`src/rtl/mips_muldiv_unit.sv`:
```
// Iterative MIPS multiply/divide unit with architectural HI/LO registers.
// MULT/MULTU use shift-add and DIV/DIVU use restoring division, one bit per
// cycle. Signed operations run on operand magnitudes and are sign-corrected
// in a final FIX cycle. MTHI/MTLO write HI or LO in a single cycle.
module mips_muldiv_unit #(
  parameter int DWIDTH = 32
) (
  input  logic              md_clk,
  input  logic              md_rst,
  input  logic              md_i_start,
  input  logic [2:0]        md_i_op,
  input  logic [DWIDTH-1:0] md_i_rs,
  input  logic [DWIDTH-1:0] md_i_rt,
  input  logic              md_i_flush,
  output logic              md_o_busy,
  output logic              md_o_done,
  output logic [DWIDTH-1:0] md_o_hi,
  output logic [DWIDTH-1:0] md_o_lo
);

  localparam int CNT_WIDTH = $clog2(DWIDTH) + 1;

  localparam logic [2:0] OP_MULT  = 3'b000;
  localparam logic [2:0] OP_MULTU = 3'b001;
  localparam logic [2:0] OP_DIV   = 3'b010;
  localparam logic [2:0] OP_DIVU  = 3'b011;
  localparam logic [2:0] OP_MTHI  = 3'b100;
  localparam logic [2:0] OP_MTLO  = 3'b101;

  localparam logic [DWIDTH-1:0]    C_ZERO     = {DWIDTH{1'b0}};
  localparam logic [DWIDTH-1:0]    C_ONE      = {{(DWIDTH-1){1'b0}}, 1'b1};
  localparam logic [DWIDTH-1:0]    C_ONES     = {DWIDTH{1'b1}};
  localparam logic [2*DWIDTH-1:0]  C_ONE_2W   = {{(2*DWIDTH-1){1'b0}}, 1'b1};
  localparam logic [CNT_WIDTH-1:0] C_CNT_ZERO = {CNT_WIDTH{1'b0}};
  localparam logic [CNT_WIDTH-1:0] C_CNT_ONE  = {{(CNT_WIDTH-1){1'b0}}, 1'b1};
  localparam logic [CNT_WIDTH-1:0] C_CNT_FULL = CNT_WIDTH'(DWIDTH);

  typedef enum logic [1:0] {
    ST_IDLE = 2'd0,
    ST_RUN  = 2'd1,
    ST_FIX  = 2'd2
  } state_t;

  // Architectural and control state
  state_t                r_state;
  logic [CNT_WIDTH-1:0]  r_cnt;
  logic                  r_busy;
  logic                  r_done;
  logic [DWIDTH-1:0]     r_hi;
  logic [DWIDTH-1:0]     r_lo;
  // Work registers: r_whi/r_wlo hold partial product or remainder/quotient
  logic [DWIDTH-1:0]     r_whi;
  logic [DWIDTH-1:0]     r_wlo;
  logic [DWIDTH-1:0]     r_opb;      // multiplicand or divisor magnitude
  logic [DWIDTH-1:0]     r_rs_raw;   // raw dividend, returned in HI on divide by zero
  logic                  r_is_div;
  logic                  r_neg_q;    // product/quotient must be negated
  logic                  r_neg_r;    // remainder must be negated (dividend sign)
  logic                  r_dz;       // divisor was zero

  // Next-state values
  state_t                w_state;
  logic [CNT_WIDTH-1:0]  w_cnt;
  logic                  w_busy;
  logic                  w_done;
  logic [DWIDTH-1:0]     w_hi;
  logic [DWIDTH-1:0]     w_lo;
  logic [DWIDTH-1:0]     w_whi;
  logic [DWIDTH-1:0]     w_wlo;
  logic [DWIDTH-1:0]     w_opb;
  logic [DWIDTH-1:0]     w_rs_raw;
  logic                  w_is_div;
  logic                  w_neg_q;
  logic                  w_neg_r;
  logic                  w_dz;

  // Datapath helpers
  logic                  w_signed_op;
  logic [DWIDTH-1:0]     w_rs_mag;
  logic [DWIDTH-1:0]     w_rt_mag;
  logic [DWIDTH:0]       w_add;
  logic [DWIDTH:0]       w_shift;
  logic [DWIDTH:0]       w_diff;
  logic [2*DWIDTH-1:0]   w_prod;
  logic [2*DWIDTH-1:0]   w_prod_neg;
  logic [DWIDTH-1:0]     w_q_neg;
  logic [DWIDTH-1:0]     w_r_neg;

  // Operand conditioning and per-iteration arithmetic
  always_comb begin
    w_signed_op = (md_i_op == OP_MULT) || (md_i_op == OP_DIV);
    w_rs_mag    = (w_signed_op && md_i_rs[DWIDTH-1]) ? (~md_i_rs + C_ONE) : md_i_rs;
    w_rt_mag    = (w_signed_op && md_i_rt[DWIDTH-1]) ? (~md_i_rt + C_ONE) : md_i_rt;
    // Shift-add step: add multiplicand when the current multiplier bit is set
    w_add       = {1'b0, r_whi} + (r_wlo[0] ? {1'b0, r_opb} : {(DWIDTH+1){1'b0}});
    // Restoring-division step: shift in next dividend bit and trial-subtract
    w_shift     = {r_whi, r_wlo[DWIDTH-1]};
    w_diff      = w_shift - {1'b0, r_opb};
    w_prod      = {r_whi, r_wlo};
    w_prod_neg  = ~w_prod + C_ONE_2W;
    w_q_neg     = ~r_wlo + C_ONE;
    w_r_neg     = ~r_whi + C_ONE;
  end

  // Next-state and output logic for the IDLE -> RUN -> FIX sequence
  always_comb begin
    w_state  = r_state;
    w_cnt    = r_cnt;
    w_busy   = r_busy;
    w_done   = 1'b0;
    w_hi     = r_hi;
    w_lo     = r_lo;
    w_whi    = r_whi;
    w_wlo    = r_wlo;
    w_opb    = r_opb;
    w_rs_raw = r_rs_raw;
    w_is_div = r_is_div;
    w_neg_q  = r_neg_q;
    w_neg_r  = r_neg_r;
    w_dz     = r_dz;
    case (r_state)
      ST_IDLE: begin
        if (md_i_start && !md_i_flush) begin
          case (md_i_op)
            OP_MULT, OP_MULTU, OP_DIV, OP_DIVU: begin
              w_state  = ST_RUN;
              w_cnt    = C_CNT_FULL;
              w_busy   = 1'b1;
              w_whi    = C_ZERO;
              w_wlo    = w_rs_mag;
              w_opb    = w_rt_mag;
              w_rs_raw = md_i_rs;
              w_is_div = md_i_op[1];
              w_neg_q  = w_signed_op && (md_i_rs[DWIDTH-1] ^ md_i_rt[DWIDTH-1]);
              w_neg_r  = w_signed_op && md_i_rs[DWIDTH-1];
              w_dz     = (md_i_rt == C_ZERO);
            end
            OP_MTHI: begin
              w_hi = md_i_rs;
            end
            OP_MTLO: begin
              w_lo = md_i_rs;
            end
            default: begin
              w_state = ST_IDLE;
            end
          endcase
        end else begin
          w_state = ST_IDLE;
        end
      end
      ST_RUN: begin
        if (md_i_flush) begin
          w_state = ST_IDLE;
          w_busy  = 1'b0;
          w_cnt   = C_CNT_ZERO;
        end else begin
          if (r_is_div) begin
            w_wlo = {r_wlo[DWIDTH-2:0], ~w_diff[DWIDTH]};
            w_whi = w_diff[DWIDTH] ? w_shift[DWIDTH-1:0] : w_diff[DWIDTH-1:0];
          end else begin
            w_whi = w_add[DWIDTH:1];
            w_wlo = {w_add[0], r_wlo[DWIDTH-1:1]};
          end
          w_cnt = r_cnt - C_CNT_ONE;
          if (r_cnt == C_CNT_ONE) begin
            w_state = ST_FIX;
          end else begin
            w_state = ST_RUN;
          end
        end
      end
      ST_FIX: begin
        w_state = ST_IDLE;
        w_busy  = 1'b0;
        if (md_i_flush) begin
          w_done = 1'b0;
        end else begin
          w_done = 1'b1;
          if (!r_is_div) begin
            {w_hi, w_lo} = r_neg_q ? w_prod_neg : w_prod;
          end else if (r_dz) begin
            w_lo = C_ONES;
            w_hi = r_rs_raw;
          end else begin
            w_lo = r_neg_q ? w_q_neg : r_wlo;
            w_hi = r_neg_r ? w_r_neg : r_whi;
          end
        end
      end
      default: begin
        w_state = ST_IDLE;
        w_busy  = 1'b0;
      end
    endcase
  end

  // State register with asynchronous reset abandoning any op in flight
  always_ff @(posedge md_clk or posedge md_rst) begin
    if (md_rst) begin
      r_state  <= ST_IDLE;
      r_cnt    <= C_CNT_ZERO;
      r_busy   <= 1'b0;
      r_done   <= 1'b0;
      r_hi     <= C_ZERO;
      r_lo     <= C_ZERO;
      r_whi    <= C_ZERO;
      r_wlo    <= C_ZERO;
      r_opb    <= C_ZERO;
      r_rs_raw <= C_ZERO;
      r_is_div <= 1'b0;
      r_neg_q  <= 1'b0;
      r_neg_r  <= 1'b0;
      r_dz     <= 1'b0;
    end else begin
      r_state  <= w_state;
      r_cnt    <= w_cnt;
      r_busy   <= w_busy;
      r_done   <= w_done;
      r_hi     <= w_hi;
      r_lo     <= w_lo;
      r_whi    <= w_whi;
      r_wlo    <= w_wlo;
      r_opb    <= w_opb;
      r_rs_raw <= w_rs_raw;
      r_is_div <= w_is_div;
      r_neg_q  <= w_neg_q;
      r_neg_r  <= w_neg_r;
      r_dz     <= w_dz;
    end
  end

  assign md_o_busy = r_busy;
  assign md_o_done = r_done;
  assign md_o_hi   = r_hi;
  assign md_o_lo   = r_lo;

endmodule

```
`config.mk`:
```
export PLATFORM = sky130hd
export DESIGN_NAME = mips_muldiv_unit
export DESIGN_NICKNAME = d
export VERILOG_FILES = /design/src/rtl/mips_muldiv_unit.sv
export SDC_FILE = /design/constraint.sdc
export NUM_CORES = 1
export LEC_CHECK = 0
export CAP_MARGIN = 20
export CORE_ASPECT_RATIO = 1.2
export CORE_UTILIZATION = 64
export CTS_CLUSTER_DIAMETER = 150
export DETAILED_ROUTE_END_ITERATION = 10
export GPL_TIMING_DRIVEN = 0
export PLACE_DENSITY = 0.87
export RECOVER_POWER = 100
export SLEW_MARGIN = 20
export SYNTH_ARGS = -nofsm -noshare
export SYNTH_HDL_FRONTEND = slang
export SYNTH_SLANG_ARGS = --single-unit
```
`constraint.sdc`:
```
create_clock -name md_clk -period 11 [get_ports md_clk]
set_clock_uncertainty 0.05 [all_clocks]
set_input_delay 1.1 -clock md_clk [delete_from_list [all_inputs] [get_ports md_clk]]
set_output_delay 1.1 -clock md_clk [all_outputs]
set_load 0.1 [all_outputs]
```
Word-level counts from Yosys, hierarchy flattened --
Index checks and enable logic that the tools add are counted.
Word-level totals: register bits 206, word-level logic and storage cells 108
Cells by class: muxes and demuxes 44, add/subtract/negate cells 8, equal/unequal tests 16, reduce and logical (&&, ||, !) cells 19, bitwise gates (word level) 7
Operator list (count):
- $mux 32 | 24
- $pmux 32 s2 | 4
- $add 32x1->32 const B | 4
- $not 32->32 | 4
- $add 64x1->64 const B | 1
- $mux 64 | 1
- $not 64->64 | 1
- $add 32x32->33 | 1
- $sub 33x32->33 | 1
- $logic_not 32->1 | 1
- $mux 6 | 3
- $pmux 6 s2 | 1
- $reduce_and 4->1 | 3
- $reduce_and 3->1 | 3
- $ne 2x2->1 const B | 4
- $pmux 2 s2 | 2
- $eq 3x2->1 const B | 2
- $eq 3x3->1 const B | 2
- $eq 6x1->1 const B | 1
- $mux 2 | 3
- $ne 2x1->1 const B | 3
- $sub 6x1->6 const B | 1
- $mux 1 | 5
- $logic_and 1x1->1 | 4
- 14 further kinds | 15

Depth between registers and ports, before layout --
Gate-level depths: netlist of the first run.
depth in word-level cells 7, depth in mapped cells 15, depth with buffers taken out 14

Least setup slack after synthesis of the first run --
No wires, ideal clock.
kind reg2reg, start register r_wlo[31], end register r_whi[0], library setup time 140 ps, cell stages (with the launch flop) 16, arrival time 3490 ps, clock period less this slack 3680 ps, buffers on the path 2, data required time 10810 ps, slack 7320 ps, path through dfrtp_1 -> inv_1 -> ha_1 -> fa_1 -> nand2b_1 -> a21oi_1 -> o21ai_0 -> a211oi_1 -> a21oi_1 -> o31ai_1 -> xor2_1 -> clkbuf_1 -> clkbuf_1 -> nand2_1 -> o211ai_1 -> o221ai_1
On the way: longest elaborated chain between the ends 5
RTL lines:
- start, declared | RTL line 53 | logic [DWIDTH-1:0] r_wlo;
- start signal, assigned | RTL line 223 | r_wlo <= w_wlo;
- $sub 33x32->33 | RTL line 98 | w_diff = w_shift - {1'b0, r_opb};
- $mux 32 * | RTL line 160 | w_whi = w_diff[DWIDTH] ? w_shift[DWIDTH-1:0] : w_diff[DWIDTH-1:0];
- $mux 32 * | RTL line 158 | if (r_is_div) begin
- $mux 32 * | RTL line 153 | if (md_i_flush) begin
- $pmux 32 s2 * | RTL line 121 | case (r_state)
- end signal, assigned | RTL line 222 | r_whi <= w_whi;
- end, declared | RTL line 52 | logic [DWIDTH-1:0] r_whi;
Every way passes the cells marked *; elsewhere a longest branch is shown, timed or not. The select of a mux whose other input is x is not followed. A chain may end at the register's enable or synchronous reset.

==> metrics, run 1 <==
Seq pwr share=0.242; Final ANT Viol Nets=0; pin count of the biggest net entering global routing=93; HPWL Detailed=43820 um; placer congestion estimate=1.042; synthesis-to-finish area growth=15.62%; failing checks=capacitance limit, slew limit; num ports=137; Leak=8.067 nW; Net Count, Synth=2228; CTS buffer count=23; FMAX=170.4 MHz; met1 WL=19890 um; setup violators final=0; critical path launch point type=input port; Overflow after GRT=0; Hold Crit Start=md_o_hi[25]; vias in the first global route=16780; dominant synthesized flop cell=dfrtp_1; setup TNS=0 ps; Vias=16970; Comb pwr share=0.582; sw frac=0.5096; # resized after CTS=0; Site Rows=63; CP Capture Type=asynchronous set/reset pin; number of flops mapped to enable cells by yosys=0; via/cell ratio=6.573; mapped cell area=16170 sq um; Worst-path clk slew=60 ps; Post-CTS Hold Fix Bufs=0; Pint=0.002485 W; Power Density=271.0 nW/um^2; Finished Cell Area=18700 sq um; post-synthesis cell type count=70; die width=147.1 um; DRC Markers=0; I/O Buffers=127; worst min path class=flip-flop to flip-flop; status=finished, violations left; Yosys warning total=0; worst setup margin=5131 ps; Max Slew Vio Count=117; Num Clock Sinks=206; crit path max fanout=65; met3 routed wirelength=5819 um; TritonRoute pass-1 iters=6; RSZ-0062 raised after global routing=false; clock tree buffer depth=3; Seq/Total Area, Yosys=0.3187; Reg-to-Reg Start=r_wlo[31]; Worst Tran Pin Value=3487 ps; CP arrival=5660 ps; final hold vios=0; Period minus WS final=5869 ps; Hold EP=md_o_hi[25]; clk_lat worst skew=530 ps; Total Wirelength=58410 um; uppermost layer routed=met5; clk root buf=clkbuf_16; ys async rst share=1.000; initial antenna violation count=1; Post-CTS Setup Inserts=0; sw power=0.002582 W; initial DRC count=1543; RR Endpoint=r_whi[1]; WP data required=10790 ps; total die area=25910 sq um; dpl ws=5848 ps; placed cell areas=17910 sq um; FF-to-FF path depth=15; first-pass GRT wire length=90380 um; Tcrit/Tclk final=0.5335; met2 WL=28100 um; peak supply drop=0.0001830 V; H-tree levels=1; share of post-route cells with drive strength above 1=0.02483; Slew HR=-1.325; Synth Instances=2085; Die Ht=176.1 um; Initial Util=0.6534; FF+latch count, synth=206; GRT Total Usage=0.4526; CTS tree=yes; critical path class=input port to asynchronous set/reset pin; clock power share=0.176; Hold Slack=420.6 ps; reg2reg setup slack=5540 ps; DR WL/cell=22.63 um; max-cap check violation count=2; total chip power=0.005067 W; post-synthesis average cell area=7.757 sq um; core area=24750 sq um; fin nets=2382; Hold Path Depth=2
==> worst max path at each step <==
stage,start,end,slack [ps],depth (start not counted)
2_1_floorplan,md_rst,md_o_busy,4230,1
3_3_place_gp,md_rst,r_opb[29],1580,2
3_5_place_dp,r_wlo[31],r_whi[0],5850,15
4_1_cts,r_wlo[31],r_whi[1],5820,15
5_1_grt,md_rst,r_rs_raw[22],4250,3
6_report,md_rst,md_o_hi[23],5130,3
==> cell type report <==
type	instances	area, sq um
sequential	206	5155
inverter	71	267.8
buffer	143	544.3
clock buffer	28	624.3
clock inverter	13	224.0
antenna	1	2.502
tap	325	406.6
timing repair buffer	129	1303
multi-input combinational	1665	10170
fill	1926	6052
==> stage by stage <==
stage,utilization,instances
2_1_floorplan,-,2085
3_3_place_gp,0.7212,2537
3_5_place_dp,0.7237,2539
4_1_cts,0.7580,2580
5_1_grt,0.7554,2580
6_report,0.7555,2581
==> layer usage <==
layer | global-route usage | vias up
met3 | 0.08630 | 335
met5 | 0 | -
met4 | 0.3402 | 2
met2 | 0.7718 | 1076
met1 | 0.5013 | 7862
li1 | - | 7690
==> kinds of logic (layout without fill, tap and decap cells) <==
kind of cell	after synthesis	count (layout)	share of synthesized area
simple gates	696	696	0.1946
buf+inv	214	384	0.05044
fa+ha+maj	72	72	0.05663
compound gates	639	639	0.2341
other cells	0	1	0
xor+xnor	187	187	0.1013
mux	71	71	0.04417
flops	206	206	0.3187
==> critical path, stage by stage <==
cell	delay, ps
dlygate4sd3_1	540
clkinvlp_2	1370
clkbuf_1	2540
==> cells in the final DEF (no fill, tap or decap), drive strengths merged, types with 22 or more instances in the layout <==
master         synthesis  final
ha                    70     70
nor2                 135    135
o21ai                283    283
mux2i                 68     68
nand2                342    342
o22ai                 40     40
clkdlybuf4s50          0     57
clkbuf               127    162
xor2                  79     79
a21oi                137    137
nand2b                22     22
dlygate4sd3            0     70
dfrtp                206    206
nor3                  29     29
xnor2                108    108
inv                   71     71
o31ai                 26     26
nand3                 44     44
==> synthesized netlist by cell type, types with 12 or more instances <==
cell / count / area share
a21o_1: 20 / 0.0093
a21oi_1: 137 / 0.042
a22oi_1: 16 / 0.0074
a31oi_1: 13 / 0.0050
and3_1: 14 / 0.0054
clkbuf_1: 127 / 0.029
dfrtp_1: 206 / 0.32
ha_1: 70 / 0.054
inv_1: 71 / 0.016
mux2i_1: 68 / 0.042
nand2_1: 342 / 0.079
nand2b_1: 22 / 0.0085
nand3_1: 44 / 0.014
nor2_1: 135 / 0.031
nor2b_1: 14 / 0.0054
nor3_1: 29 / 0.0090
nor4_1: 12 / 0.0046
o211ai_1: 13 / 0.0060
o21ai_0: 229 / 0.071
o21ai_1: 54 / 0.017
o221ai_1: 12 / 0.0065
o22ai_1: 40 / 0.015
o31ai_1: 26 / 0.012
o41ai_1: 14 / 0.0076
or3_1: 20 / 0.0077
or4_1: 15 / 0.0070
xnor2_1: 108 / 0.058
xor2_1: 79 / 0.043
==> state kept, by name (all words and copies together), names as in the netlist, 2 cells and up <==
register  flops
md_o_hi      32
r_wlo        32
md_o_lo      32
r_state       2
r_whi        32
r_rs_raw     32
r_opb        32
r_cnt         6
==> power by group through the flow <==
| stage | logic (W) | registers, W | clock network, W |
|---|---|---|---|
| 4_1_cts | 0.00293 | 0.00121 | 0.000881 |
| 3_3_place_gp | 0.00284 | 0.00121 | 0 |
| 5_1_grt | 0.00317 | 0.00124 | 0.000914 |
| 6_report | 0.00295 | 0.00123 | 0.000890 |
| 2_1_floorplan | 0.00168 | 0.00168 | 0 |
| 3_5_place_dp | 0.00291 | 0.00122 | 0 |
(Power assumes the default switching activity.)
==> inputs of run 2 (changes only) <==
- CORE_UTILIZATION: 64 -> 54
- PLACE_DENSITY: 0.87 -> 0.78
- clock period: 11 -> 4.9 ns (I/O delays scaled with it)
==> run 2 against run 1 <==
  * The flow finishes with violations (DRC, capacitance limit, slew limit)
  * Critical path type is now flip-flop to flip-flop
  * Die area is 18% higher
  * Non-clock buffer count is 2 higher
  * Cell count is 2.6% higher
  * Register-to-register slack worse by 5400 ps
  * Critical path depth is 7 higher
==> metrics, run 2 (synthesized netlist as in run 1, its figures left out) <==
DRC Markers=1; clk_lat worst skew=540 ps; H-tree levels=1; via/cell ratio=6.220; CTS tree=yes; placed cell areas=18060 sq um; Num Clock Sinks=206; pin count of the biggest net entering global routing=37; ANT cells=0; Final ANT Viol Nets=0; commonest non-fill, non-tap cells in the layout=342 x nand2_1, 249 x o21ai_0, 206 x dfrtp_1; initial DRC count=1402; DR WL/cell=21.55 um; CP max stage delay=650 ps; WP data required=5240 ps; FMAX=211.3 MHz; failing checks=DRC, capacitance limit, slew limit; placed cell count=2608; Die Ht=191.6 um; Power Density=594.8 nW/um^2; fillers=2704; Site Rows=69; TritonRoute pass-1 iters=8; Overflow after GRT=0; worst min path class=input port to flip-flop; RSZ-0062 raised after global routing=false; die width=160.0 um; vias in the first global route=16030; CP arrival=5070 ps; FF-to-FF path depth=10; core area=29530 sq um; Finished Cell Area=18730 sq um; total die area=30650 sq um; critical path class=flip-flop to flip-flop; Slew HR=-0.2250; GRT Total Usage=0.3730; Vias=16470; most common cell after layout, fill and taps aside=nand2_1; Hold Slack=293.7 ps; FF/Latch Area=5155 sq um; CP Capture Type=flip-flop; peak supply drop=0.0003087 V; final hold vios=0; first-pass GRT wire length=88510 um; fin nets=2384; I/O Buffers=127; clock tree buffer depth=3; clk root buf=clkbuf_16; Tcrit/Tclk final=0.9658; Worst Tran Pin Value=1837 ps; critical path launch point type=flip-flop; setup violators final=0; Critical path buffers and inverters=3; share of post-route cells with drive strength above 1=0.02657; Total Wirelength=57060 um; synthesis-to-finish area growth=15.79%; status=finished, violations left; Max Slew Vio Count=133; CP Cell Sequence=inv_1, clkbuf_1, ha_1, nand3_1, or2_0, or3_1, clkbuf_1, or2_0, o31ai_1, nand4_1; setup TNS=0 ps; num ports=137; HPWL Detailed=44910 um; Non-Filler Instances=2648; Worst-path clk slew=70 ps; Initial Util=0.5478; max-cap check violation count=5; critical path's slowest cell=clkbuf_1; Leak=8.048 nW; Post-CTS Setup Inserts=0; placer congestion estimate=0.9818; Hold Path Depth=3; Period minus WS final=4733 ps; crit path max fanout=15; Levels on crit path=10; CTS buffer count=23; area of the multi-input gates=10190 sq um; kind of cell adding the most delay to the critical path=simple AND/OR/NAND/NOR gates; initial antenna violation count=0
==> run 2: cell count changes in the layout (fill, tap and decap cells not counted), sizes merged <==
cell and delta:
bufinv -2, clkbuf +5, buf -2, diode -1, clkinv +2
==> run 2: what timing repair did <==
item                                    4_1_cts  5_1_grt
hold buffers                                  0        0
pin swaps                                     0        0
resized for setup                             2        6
endpoints found under the setup margin        8       28
==> run 2: final cells by class <==
type | count | area share
Multi-Input combinational cell | 1665 | 0.5439
Sequential cell | 206 | 0.2753
Timing Repair Buffer | 133 | 0.06929
Clock buffer | 29 | 0.03301
Buffer | 141 | 0.02886
Tap cell | 390 | 0.02606
Inverter | 71 | 0.01430
Clock inverter | 13 | 0.009287
==> run 2: routing by layer <==
layer  vias up  routed length [um]  track usage
li1       7687                   -            -
met1      7751               20670       0.4133
met2       789               28120       0.6582
met3       243                3965      0.04988
met4         0                4302       0.2736
met5         -                   0            0
==> run 2: per-stage QoR <==
stage                       util  total power, W  setup slack, ps
after global placement    0.6075        0.009150           -247.3
after detailed placement  0.6115        0.009274           -314.9
after CTS                 0.6383         0.01112            102.3
after floorplan                -        0.007544             1220
after global routing      0.6342         0.01180            23.66
final                     0.6342         0.01114            167.4
==> run 2: where the power goes <==
group,leakage [nW],internal (W),switching [W],total (W)
logic,5.05,0.00217,0.00437,0.00654
registers,2.61,0.00218,0.000551,0.00274
clock network,0.387,0.00111,0.000763,0.00187
total,8.05,0.00546,0.00568,0.0111
==> run 2: tightest hold or removal path, delay by kind of cell <==
kind                   cells  cell delay (ps)
buffers and inverters      1              200
and+or+nand+nor            2              160
==> run 2: path summary, 6_finish.rpt <==
| kind | slack [ps] | end | from |
|---|---|---|---|
| setup / recovery | 170 | md_o_hi[30] | r_wlo[0] |
| hold / removal | 290 | r_rs_raw[25] | md_i_rs[25] |
| setup reg to reg | 170 | md_o_hi[30] | r_wlo[0] |
| hold reg to reg | 420 | md_o_lo[15] | md_o_lo[15] |
| max in group asynchronous | 630 | r_opb[30] | md_rst |
| min in group asynchronous | 480 | md_o_lo[2] | md_rst |
==> inputs of run 3 (changes only) <==
- CORE_UTILIZATION: 54 -> 40
- PLACE_DENSITY: 0.78 -> not set
==> run 3 against run 2 <==
  * The run ends with capacitance limit, slew limit left
  * Hold slack improved by 2.0 ps
  * First-iteration DRC count decreased by 18%
  * Setup slack improved by 140 ps
  * Clock power increased by 5%
  * Global-route usage decreased by 8.0 points
  * Count of clock-buffer cells in the layout increased by 8
  * Critical path depth increased by 4
  * Non-clock buffer count increased by 5
  * Routed wire length increased by 5.0%
  * Sequential share of layout area decreased by 0.45 points
  * Fmax increased by 3.1%
  * Largest power group unchanged
  * Highest routed layer unchanged
==> metrics, run 3 (synthesized netlist as in run 1, its figures left out) <==
Seq pwr share=0.242; crit path max fanout=10; initial antenna violation count=0; sw power=0.005718 W; Max Slew Vio Count=91; ANT cells=0; Hold Slack=295.7 ps; FF-to-FF path depth=14; most common cell after layout, fill and taps aside=nand2_1; clock tree buffer depth=3; DRC Markers=0; pin count of the biggest net entering global routing=35; met1 WL=23780 um; setup TNS=0 ps; critical path class=flip-flop to flip-flop; Final ANT Viol Nets=0; vias in the first global route=15970; Comb pwr share=0.583; initial DRC count=1153; HPWL Detailed=47480 um; TritonRoute pass-1 iters=5; DR WL/cell=21.42 um; failing checks=capacitance limit, slew limit; GRT Total Usage=0.2931; met2 WL=29670 um; clk root buf=clkbuf_16; I/O Buffers=127; Hold EP=r_rs_raw[6]; core area=39840 sq um; status=finished, violations left; Worst-path clk slew=60 ps; final hold vios=0; sw frac=0.5068; RR Endpoint=r_whi[30]; Hold Path Depth=3; Slew HR=-0.2561; reg2reg setup slack=310 ps; Leak=8.094 nW; peak supply drop=0.0003192 V; Worst Tran Pin Value=1884 ps; RSZ-0062 raised after global routing=false; Vias=16100; Pint=0.005564 W; num ports=137; first-pass GRT wire length=92550 um; uppermost layer routed=met4; Num Clock Sinks=206; Period minus WS final=4591 ps; Tcrit/Tclk final=0.9370; met3 routed wirelength=2996 um; Die Ht=222.3 um; Total Wirelength=59920 um; via/cell ratio=5.757; total chip power=0.01128 W; Power Density=592.7 nW/um^2; Site Rows=80; setup violators final=0; Hold Crit Start=md_i_rs[6]; CP Capture Type=flip-flop; placer congestion estimate=0.9714; dpl ws=-373.8 ps; CP arrival=4960 ps; clk_lat worst skew=560 ps; max-cap check violation count=3; worst min path class=input port to flip-flop; fin nets=2391; share of post-route cells with drive strength above 1=0.02915; critical path launch point type=flip-flop; H-tree levels=1; Initial Util=0.4060; synthesis-to-finish area growth=17.69%; Overflow after GRT=0; CTS buffer count=25; clock power share=0.175; FMAX=217.8 MHz; die width=185.6 um; WP data required=5270 ps; commonest non-fill, non-tap cells in the layout=342 x nand2_1, 251 x o21ai_0, 206 x dfrtp_1; worst setup margin=308.8 ps; Reg-to-Reg Start=r_wlo[0]; total die area=41240 sq um; CTS tree=yes
==> run 3: changes by cell type in the layout (fill, tap and decap cells not counted), sizes merged <==
| cell | delta |
|---|---|
| clkdlybuf4s50 | -1 |
| inv | -1 |
| dlygate4sd3 | +1 |
| clkinv | -6 |
| clkbuf | +7 |
| buf | +6 |
==> run 3: power groups by stage <==
stage                     Combinational [W]  Sequential, W  Clock, W
after floorplan                     0.00377        0.00377         0
after detailed placement            0.00658        0.00276         0
after global placement              0.00650        0.00275         0
after global routing                0.00713        0.00280   0.00206
after CTS                           0.00658        0.00273   0.00199
final                               0.00658        0.00273   0.00197
==> run 3: area by class of cell <==
class | count | area, sq um
fillers | 4077 | 20800
multi-input cells | 1665 | 10200
flip-flops and latches | 206 | 5155
repair buffers | 137 | 1353
clock buffers | 37 | 700.7
well taps | 533 | 666.9
plain buffers | 142 | 549.3
inverters | 71 | 269.0
clock inverters | 6 | 136.4
==> run 3: critical path: stages (launching register included) <==
cell and delay (ps):
dfrtp_1 560, clkinvlp_2 280, clkbuf_2 250, nor2_1 130, ha_1 290, a21oi_1 230, o211ai_1 200, a31oi_1 410
a2bb2oi_1 360, o21ai_1 250, a2111oi_2 440, o21ai_1 240, a41oi_1 320, mux2i_1 100, or3_1 340
==> run 3: stage by stage <==
step | std cells | util | cell area, sq um
2_1_floorplan | 2085 | - | 16180
3_3_place_gp | 2745 | 0.4547 | 18110
3_5_place_dp | 2753 | 0.4585 | 18270
4_1_cts | 2795 | 0.4796 | 19100
5_1_grt | 2797 | 0.4778 | 19030
6_report | 2797 | 0.4778 | 19030
==> run 3: per-layer routing <==
layer | vias to the layer above | track usage
li1 | 7699 | -
met1 | 7655 | 0.3470
met2 | 570 | 0.5170
met3 | 178 | 0.03229
met4 | 0 | 0.1504
met5 | - | 0
==> run 3: worst max path at each step <==
stage | slack, ps | cells past startpoint | startpoint | endpoint
finish | 310 | 14 | r_wlo[0] | r_whi[30]
global placement | -360 | 15 | r_wlo[31] | r_whi[0]
floorplan | 1220 | 15 | r_wlo[31] | r_whi[0]
CTS | 30 | 14 | r_wlo[0] | r_whi[30]
detailed placement | -370 | 15 | r_wlo[31] | r_whi[0]
global route | 80 | 6 | md_rst | r_opb[28]
==> run 3: what timing repair did <==
item,in CTS,in global routing
resized for setup,3,10
setup buffers,0,2
hold endpoints to repair,0,0
setup endpoints to repair,9,20
hold buffers,0,0
